**src/rtl/chase_pkg.sv**
```systemverilog
// Shared types and constants for the chasing-LED pattern stage.
package chase_pkg;

    typedef enum logic {
        UP   = 1'b0,
        DOWN = 1'b1
    } chase_state_t;

    localparam int unsigned LED_N    = 16;
    localparam int unsigned POS_W    = 4;
    localparam int unsigned PERIOD_W = 7;

endpackage

```
**src/rtl/tick_prescaler.sv**
```systemverilog
// Divides the system clock into one-cycle base ticks every BASE_DIV enabled cycles.
module tick_prescaler #(
    parameter int unsigned BASE_DIV = 100_000
) (
    input  logic clk,
    input  logic reset,
    input  logic en,
    output logic tick
);

    localparam int unsigned CNT_W = $clog2(BASE_DIV);
    localparam logic [CNT_W-1:0] CNT_MAX = CNT_W'(BASE_DIV - 1);

    logic [CNT_W-1:0] base_cnt_q;
    logic [CNT_W-1:0] base_cnt_d;
    logic             at_max;

    assign at_max = (base_cnt_q == CNT_MAX);
    // Gated by en so a paused cycle can never produce a tick.
    assign tick   = en && at_max;

    always_comb begin
        base_cnt_d = base_cnt_q;
        if (en) begin
            base_cnt_d = at_max ? '0 : base_cnt_q + CNT_W'(1);
        end
    end

    always_ff @(posedge clk) begin
        if (reset) begin
            base_cnt_q <= '0;
        end else begin
            base_cnt_q <= base_cnt_d;
        end
    end

endmodule

```
**src/rtl/chase_core.sv**
```systemverilog
// Moves a single lit LED across the bar in wrap or bounce mode at a switch-selected rate.
module chase_core
    import chase_pkg::*;
#(
    parameter int unsigned BASE_DIV = 100_000,
    parameter int unsigned LED_N    = chase_pkg::LED_N
) (
    input  logic             clk,
    input  logic             reset,
    input  logic             stop,
    input  logic [7:0]       sw,
    output logic [LED_N-1:0] led,
    output logic [POS_W-1:0] pos,
    output logic             dir,
    output logic [7:0]       laps,
    output logic             step_pulse
);

    localparam logic [POS_W-1:0] POS_MAX = POS_W'(LED_N - 1);

    logic                base_tick;
    logic                step_due;
    logic                bounce;
    logic [PERIOD_W-1:0] period_m1;

    logic [PERIOD_W-1:0] step_cnt_q, step_cnt_d;
    chase_state_t        state_q,    state_d;
    logic [POS_W-1:0]    pos_q,      pos_d;
    logic [LED_N-1:0]    led_q,      led_d;
    logic [7:0]          laps_q,     laps_d;
    logic                pulse_q,    pulse_d;

    tick_prescaler #(
        .BASE_DIV(BASE_DIV)
    ) u_prescaler (
        .clk  (clk),
        .reset(reset),
        .en   (!stop),
        .tick (base_tick)
    );

    assign period_m1 = sw[PERIOD_W-1:0];
    assign bounce    = sw[7];
    // >= lets a period shortened mid-count fire on the very next tick.
    assign step_due  = base_tick && (step_cnt_q >= period_m1);

    always_comb begin
        step_cnt_d = step_cnt_q;
        state_d    = state_q;
        pos_d      = pos_q;
        laps_d     = laps_q;
        pulse_d    = 1'b0;

        if (base_tick) begin
            step_cnt_d = step_due ? '0 : step_cnt_q + PERIOD_W'(1);
        end

        if (step_due) begin
            pulse_d = 1'b1;
            if (!bounce) begin
                state_d = UP;
                pos_d   = pos_q + POS_W'(1);
                if (pos_q == POS_MAX) begin
                    laps_d = laps_q + 8'd1;
                end
            end else begin
                case (state_q)
                    UP: begin
                        if (pos_q == POS_MAX) begin
                            pos_d   = POS_MAX - POS_W'(1);
                            state_d = DOWN;
                            laps_d  = laps_q + 8'd1;
                        end else begin
                            pos_d = pos_q + POS_W'(1);
                        end
                    end
                    DOWN: begin
                        if (pos_q == '0) begin
                            pos_d   = POS_W'(1);
                            state_d = UP;
                            laps_d  = laps_q + 8'd1;
                        end else begin
                            pos_d = pos_q - POS_W'(1);
                        end
                    end
                    default: state_d = UP;
                endcase
            end
        end

        led_d        = '0;
        led_d[pos_d] = 1'b1;
    end

    always_ff @(posedge clk) begin
        if (reset) begin
            step_cnt_q <= '0;
            state_q    <= UP;
            pos_q      <= '0;
            led_q      <= {{(LED_N-1){1'b0}}, 1'b1};
            laps_q     <= '0;
            pulse_q    <= 1'b0;
        end else begin
            step_cnt_q <= step_cnt_d;
            state_q    <= state_d;
            pos_q      <= pos_d;
            led_q      <= led_d;
            laps_q     <= laps_d;
            pulse_q    <= pulse_d;
        end
    end

    assign led        = led_q;
    assign pos        = pos_q;
    assign dir        = (state_q == DOWN);
    assign laps       = laps_q;
    assign step_pulse = pulse_q;

endmodule

```
**config.mk**
```make
export PLATFORM = sky130hd
export DESIGN_NAME = chase_core
export DESIGN_NICKNAME = d
export VERILOG_FILES = /design/src/rtl/chase_pkg.sv /design/src/rtl/tick_prescaler.sv /design/src/rtl/chase_core.sv
export SDC_FILE = /design/constraint.sdc
export NUM_CORES = 1
export LEC_CHECK = 0
export CORE_ASPECT_RATIO = 1.1
export CORE_MARGIN = 5
export CORE_UTILIZATION = 55
export CTS_CLUSTER_DIAMETER = 100
export DETAILED_ROUTE_END_ITERATION = 8
export GPL_TIMING_DRIVEN = 0
export PLACE_DENSITY_LB_ADDON = 0.3
export SYNTH_ARGS = -nofsm -noshare
export SYNTH_HDL_FRONTEND = slang
export SYNTH_HIERARCHICAL = 1
export SYNTH_SLANG_ARGS = --single-unit
export TNS_END_PERCENT = 50
```
**constraint.sdc**
```tcl
create_clock -name clk -period 7.3 [get_ports clk]
set_input_delay 1.46 -clock clk [delete_from_list [all_inputs] [get_ports clk]]
set_output_delay 1.46 -clock clk [all_outputs]
set_load 0.005 [all_outputs]
```
# --- Word level (Yosys, flattened, before mapping) ---
# Cells that the tools add are included.
totals:
  ff_bits: 54
  in_bits: 11
  output_inout_bits: 30
  elab_cells: 43
op_classes:
  n_addsub: 5
  n_lt_le_gt_ge: 3
  eq_ne: 3
  n_mux: 18
  bitwise_logic: 1
  n_reduce_logical: 6
ops:
  columns: ["operator", "n"]
  rows:
  - ["$mux W8", 3]
  - ["$add A17 B1 Y17 const B", 1]
  - ["$eq A17 B17 Y1 const B", 1]
  - ["$mux W17", 1]
  - ["$mux W4", 4]
  - ["$pmux W8 S2", 1]
  - ["$add A8 B1 Y8 const B", 1]
  - ["$pmux W4 S2", 1]
  - ["$add A7 B1 Y7 const B", 1]
  - ["$ge A7 B7 Y1", 1]
  - ["$mux W7", 1]
  - ["$lt A4 B5 Y1 const B", 1]
  - ["$mux W1", 5]
  - ["$add A4 B1 Y4 const B", 1]
  - ["$demux W1 S4", 1]
  - ["$eq A4 B4 Y1 const B", 1]
  - ["$ge A4 B1 Y1 const B", 1]
  - ["$logic_not A4 Y1", 1]
  - ["$sub A4 B1 Y4 const B", 1]
  - ["$logic_and A1 B1 Y1", 3]
  - ["$ne A3 B2 Y1 const B", 1]
  - ["$pmux W1 S2", 1]
  - ["$reduce_and A2 Y1", 1]
  - ["$logic_not A1 Y1", 1]
  - ["$not A1 Y1", 1]

# --- Depth between registers and ports, before layout ---
logic_depth:
  ltp_word: 9
  ltp_mapped: 13
  ltp_nobuf: 9

# --- Hierarchy ---
# The synthesis kept the hierarchy.
by_module_without_submodules:
  columns: ["module", "instances", "cells_each", "area_each_um2", "seq_area_each_um2"]
  rows:
  - ["chase_core", 1, 215, 2009.4, 740.7]
  - ["tick_prescaler", 1, 89, 825.8, 340.3]

# --- Worst setup path before layout ---
# Ideal clock, no wire load.
synth_path:
  path_type: "input port to flip-flop"
  startpoint: "input stop"
  endpoint: "register led_q[4], in the netlist led[4]"
  setup_ns: 0.117
  arrival_ns: 3.372
  t_required_ns: 7.183
  slack_ns: 3.811
  stages: 13
  n_path_buf: 4
  cell_sequence: "inv_1 > and4_1 > buf_6 > nand2_4 > nor3_1 > buf_4 > and3_4 > a22o_1 > a41o_1 > buf_4 > nor2_4 > buf_4 > a32o_1"
synth_via:
  elab_chain_len: 8
  word_cells_on_any_way: 9
  classes_between: "order compare: 2; mux: 3; reduce/logical: 4"
synth_lines:
  columns: ["element", "line_no", "rtl"]
  rows:
  - ["start: declaration", "chase_core.sv:10", "input logic stop,"]
  - ["$logic_not A1 Y1 *", "chase_core.sv:38", ".en (!stop),"]
  - ["$logic_and A1 B1 Y1 *", "tick_prescaler.sv:20", "assign tick = en && at_max;"]
  - ["named net base_tick", "chase_core.sv:21", "logic base_tick;"]
  - ["$logic_and A1 B1 Y1 *", "chase_core.sv:45", "assign step_due = base_tick && (step_cnt_q >= period_m1);"]
  - ["$mux W4 *", "chase_core.sv:58", "if (step_due) begin"]
  - ["$lt A4 B5 Y1 (not written as such) / $ge A4 B1 Y1 (equally long branches)", "chase_core.sv:92", "led_d[pos_d] = 1'b1;"]
  - ["$logic_and A1 B1 Y1 (not written as such)", "chase_core.sv:92", null]
  - ["$mux W1 (not written as such)", "chase_core.sv:92", null]
  - ["$demux W1 S4 *", "chase_core.sv:92", null]
  - ["end signal: assignment", "chase_core.sv:100", "led_q <= {{(LED_N-1){1'b0}}, 1'b1};"]
  - ["end signal: assignment", "chase_core.sv:107", "led_q <= led_d;"]
  - ["end: declaration", "chase_core.sv:29", "logic [LED_N-1:0] led_q, led_d;"]
# Mark *: on every way through the listed nets, which the timed path passes. The rest lies on a longest branch.
# A chain may end at the register's enable or synchronous reset.

# --- Final worst setup path ---
layout_path:
  startpoint: "input stop"
  endpoint: "register led_q[12], in the netlist led[12]"
# The elaborated chain is that of the path after synthesis.

==> impl_metrics.yaml <==
yosys:
  synthesis.instances: 304
  synth.top_cell.area_share_pct: 38.1
  synth_edf_count: 0
  syn_avg_cell_area_um2: 9.33
  ys.warnings.count: 6
  synth_area_leader_cell: "sky130_fd_sc_hd__dfxtp_1"
  syn-cell-area_um2: 2840
  syn_nets: 327
  synth-main-ff-cell: "sky130_fd_sc_hd__dfxtp_1"
  top_post_synthesis_cells_by_area: "sky130_fd_sc_hd__dfxtp_1 (38%), sky130_fd_sc_hd__a32o_1 (5.3%), sky130_fd_sc_hd__ha_1 (5.3%), sky130_fd_sc_hd__nor2_1 (4.6%), sky130_fd_sc_hd__xor2_1 (4.3%)"
  proportion_of_synthesized_flip_flops_having_asynchronous_set_or_reset_pct: 0
  synthDistinctLibCells: 56
  number_of_synthesized_register_bits: 54
  synth_sequential_area_ratio_pct: 38.1
worst_setup_path:
  rr_startpoint: "u_prescaler/base_cnt_q[0]$_SDFFE_PP0P_"
  path_class: "input pin to register"
  start_kind: "input pin"
  cp_buf_inv_count: 5
  ff2ff_setup_slack_ps: 4490
  path_delay_family: "simple AND/OR/NAND/NOR gates"
  critical_path.slowest_cell: "sky130_fd_sc_hd__nor4_1"
  worst_r2r_path_depth: 12
  cp_data_arrival_time_ps: 4190
  worst_r2r_endpoint: "led[12]$_SDFF_PP0_"
  critical_path_most_common_cell: "sky130_fd_sc_hd__buf_6"
  cp.depth: 13
  critical_path_peak_fanout: 10
  worst_path_largest_cell_delay_ps: 420
  crit_path_end_kind: "register"
  worstPathCellList: "clkdlybuf4s50_1 -> inv_1 -> and4_1 -> buf_6 -> nand2_4 -> nor3_1 -> buf_4 -> and3_4 -> a22o_1 -> a41oi_4 -> buf_6 -> nor4_1 -> a32o_1"
  required_ps: 7550
finish:
  finalNetCount: 373
  drive_above_1_share_pct: 10.5
  layout.cells.most_common_list: "sky130_fd_sc_hd__dfxtp_1 (54), sky130_fd_sc_hd__clkdlybuf4s50_1 (39), sky130_fd_sc_hd__nor2_1 (35)"
  most_common_cell_after_layout_fill_and_taps_aside: "sky130_fd_sc_hd__dfxtp_1"
  layout.cells.non_filler: 409
  n_antenna_cell: 0
  area_delta_synth_final_pct: 20.1
  stdcell_area_um2: 3400
clocking:
  cts.htree.levels: 2
  tritoncts_num_sinks: 54
  postCtsSetupBuffers: 0
  cts_hold_buffers: 0
  post_cts_resize_count: 0
  worstSkewPairLatency_ps: 300
  root_buffer_cell: "sky130_fd_sc_hd__clkbuf_8"
  cts.reportedPaths.clkPinSlew_ps: 90
  tritoncts.num_buffers: 5
  clock_tree_from_tritoncts: "built"
  max-clock-path-buffers: 2
route:
  num_vias: 2455
  routed_wl_mm: 6.05
  drt_first_pass_iters: 5
  detail_route.vias_per_cell: 6.00
  final_antenna_net_count: 0
  drc: 0
  wire_per_inst_um: 14.8
  dr.first_iter.drc_count: 177
power:
  power.density_cell_area_nw_per_um2: 151
  ir_drop_worst_case_vdd_mv: 0.116
  static-leakage-power_nw: 1.29
global_route:
  grt_pass1_vias: 2333
  antenna_violations_before_repair: 0
  gr-usage-all-layers_pct: 19.1
  overflow: 0
  pin_count_of_the_biggest_net_entering_global_routing: 16
  wire_length_of_the_first_global_routing_pass_mm: 10.5
floorplan:
  io_pins: 41
  initial_core_util_pct: 56.7
  chipWidth_um: 78.5
  placement_rows: 27
  core-area_um2: 5000
  die_extent_in_y_um: 85.3
  area_enclosed_by_the_die_boundary_um2: 6690
sta:
  fmax_ghz: 0.254
  setup_viol_count_final: 0
  grt_setup_unrepaired: "false"
  timing.clock.skew_ps: 3.38
  final_hold_viol_count: 0
  timing.final.crit_period_ps: 3940
  slew_headroom_pct: 63.1
  layout_worst_path_cycle_share_pct: 54.0
  fin_hold_ws_ps: 486
  final.setup.tns_ps: 0
  tightestPinTransition_ps: 548
  setup_slack_ps: 3360
  report.final.slew_viol_count: 0
min_path:
  holdCritPathClass: "register to register"
  worstHoldStart: "laps[7]$_SDFFE_PP0P_"
  whs_path_depth: 2
  min_delay_worst_endpoint: "laps[7]$_SDFFE_PP0P_"
placed_design:
  detailedPlacementHpwl_mm: 4.39
  place.gp.congestion: 0.856
  io_buffer_count: 39
  dpl_cell_area_um2: 3300
  placement.setup.worst_slack_ps: 3060
  placed_cells: 401
job:
  maxCapViolations: 0
outcome:
  status: "complete, no violations"
-- Yosys cell counts (4+ instances only) --
library cell	number
sky130_fd_sc_hd__or4_1	6
sky130_fd_sc_hd__buf_6	4
sky130_fd_sc_hd__inv_1	12
sky130_fd_sc_hd__xor2_1	14
sky130_fd_sc_hd__a32o_1	15
sky130_fd_sc_hd__nand2_1	14
sky130_fd_sc_hd__buf_2	5
sky130_fd_sc_hd__ha_1	12
sky130_fd_sc_hd__and2_1	4
sky130_fd_sc_hd__nand4_1	10
sky130_fd_sc_hd__a21o_1	6
sky130_fd_sc_hd__a21oi_1	13
sky130_fd_sc_hd__nand2b_1	4
sky130_fd_sc_hd__o31ai_1	7
sky130_fd_sc_hd__nor2_1	35
sky130_fd_sc_hd__xnor2_1	8
sky130_fd_sc_hd__buf_4	4
sky130_fd_sc_hd__and3_1	4
sky130_fd_sc_hd__nand3_1	11
sky130_fd_sc_hd__mux2i_1	5
sky130_fd_sc_hd__dfxtp_1	54
-- stage by stage --
stage	utilization [%]	total power, mW
CTS	68.1	0.518
detailed placement	66.0	0.324
global placement	66.0	0.323
global route	68.1	0.534
finish	68.1	0.513
floorplan	-	0.316
-- routing by layer --
metal  vias to the layer above  track usage, %  wire, µm  part of all wire [%]
met2                        86            32.1      2870                    48
li1                       1204               -         -                     -
met4                         0            4.77        55                  0.91
met5                         -               0         0                     0
met3                         7            4.35       384                   6.4
met1                      1158            24.7      2730                    45
-- flip-flops by register name (all words and copies together) (netlist names) --
| name | flops |
|---|---|
| step_cnt_q | 7 |
| dir | 1 |
| u_prescaler/base_cnt_q | 17 |
| laps | 8 |
| step_pulse | 1 |
| pos | 4 |
| led | 16 |
-- report_power, final --
group / leakage, nW / switching (mW) / total (mW) / internal, mW
clock: 0.0524 / 0.0935 / 0.196 / 0.103
sequential: 0.435 / 0.00120 / 0.297 / 0.295
combinational: 0.804 / 0.0109 / 0.0202 / 0.00934
total: 1.29 / 0.106 / 0.513 / 0.408
-- cells by family after synthesis --
group / count (synthesis) / share of synthesized area (%)
fa+ha+maj: 12 / 5.30
buf+inv: 28 / 5.52
simple gates: 120 / 24.4
xor+xnor: 22 / 6.80
flops: 54 / 38.1
mux: 5 / 1.77
compound gates: 63 / 18.1
-- cell type report --
type | instances | area, µm²
plain buffers | 16 | 111
clock buffers | 7 | 76.3
clock inverters | 1 | 30.0
fillers | 422 | 1600
inverters | 12 | 45.0
multi-input cells | 222 | 1600
flip-flops and latches | 54 | 1080
well taps | 58 | 72.6
repair buffers | 39 | 390
-- worst min-delay path, stage by stage, from the launching register on --
cell and delay, ps:
sky130_fd_sc_hd__dfxtp_1 330, sky130_fd_sc_hd__o31ai_1 60, sky130_fd_sc_hd__a21oi_1 60
-- worst max-delay path by stage --
stage | slack (ps) | from | end
floorplan | 3810 | stop | led[4]$_SDFF_PP0_
finish | 3360 | stop | led[12]$_SDFF_PP0_
global route | 3180 | stop | led[12]$_SDFF_PP0_
detailed placement | 3060 | stop | led[12]$_SDFF_PP0_
global placement | 3140 | stop | led[12]$_SDFF_PP0_
CTS | 3380 | stop | led[12]$_SDFF_PP0_
Power figures use the tool's default switching activity.
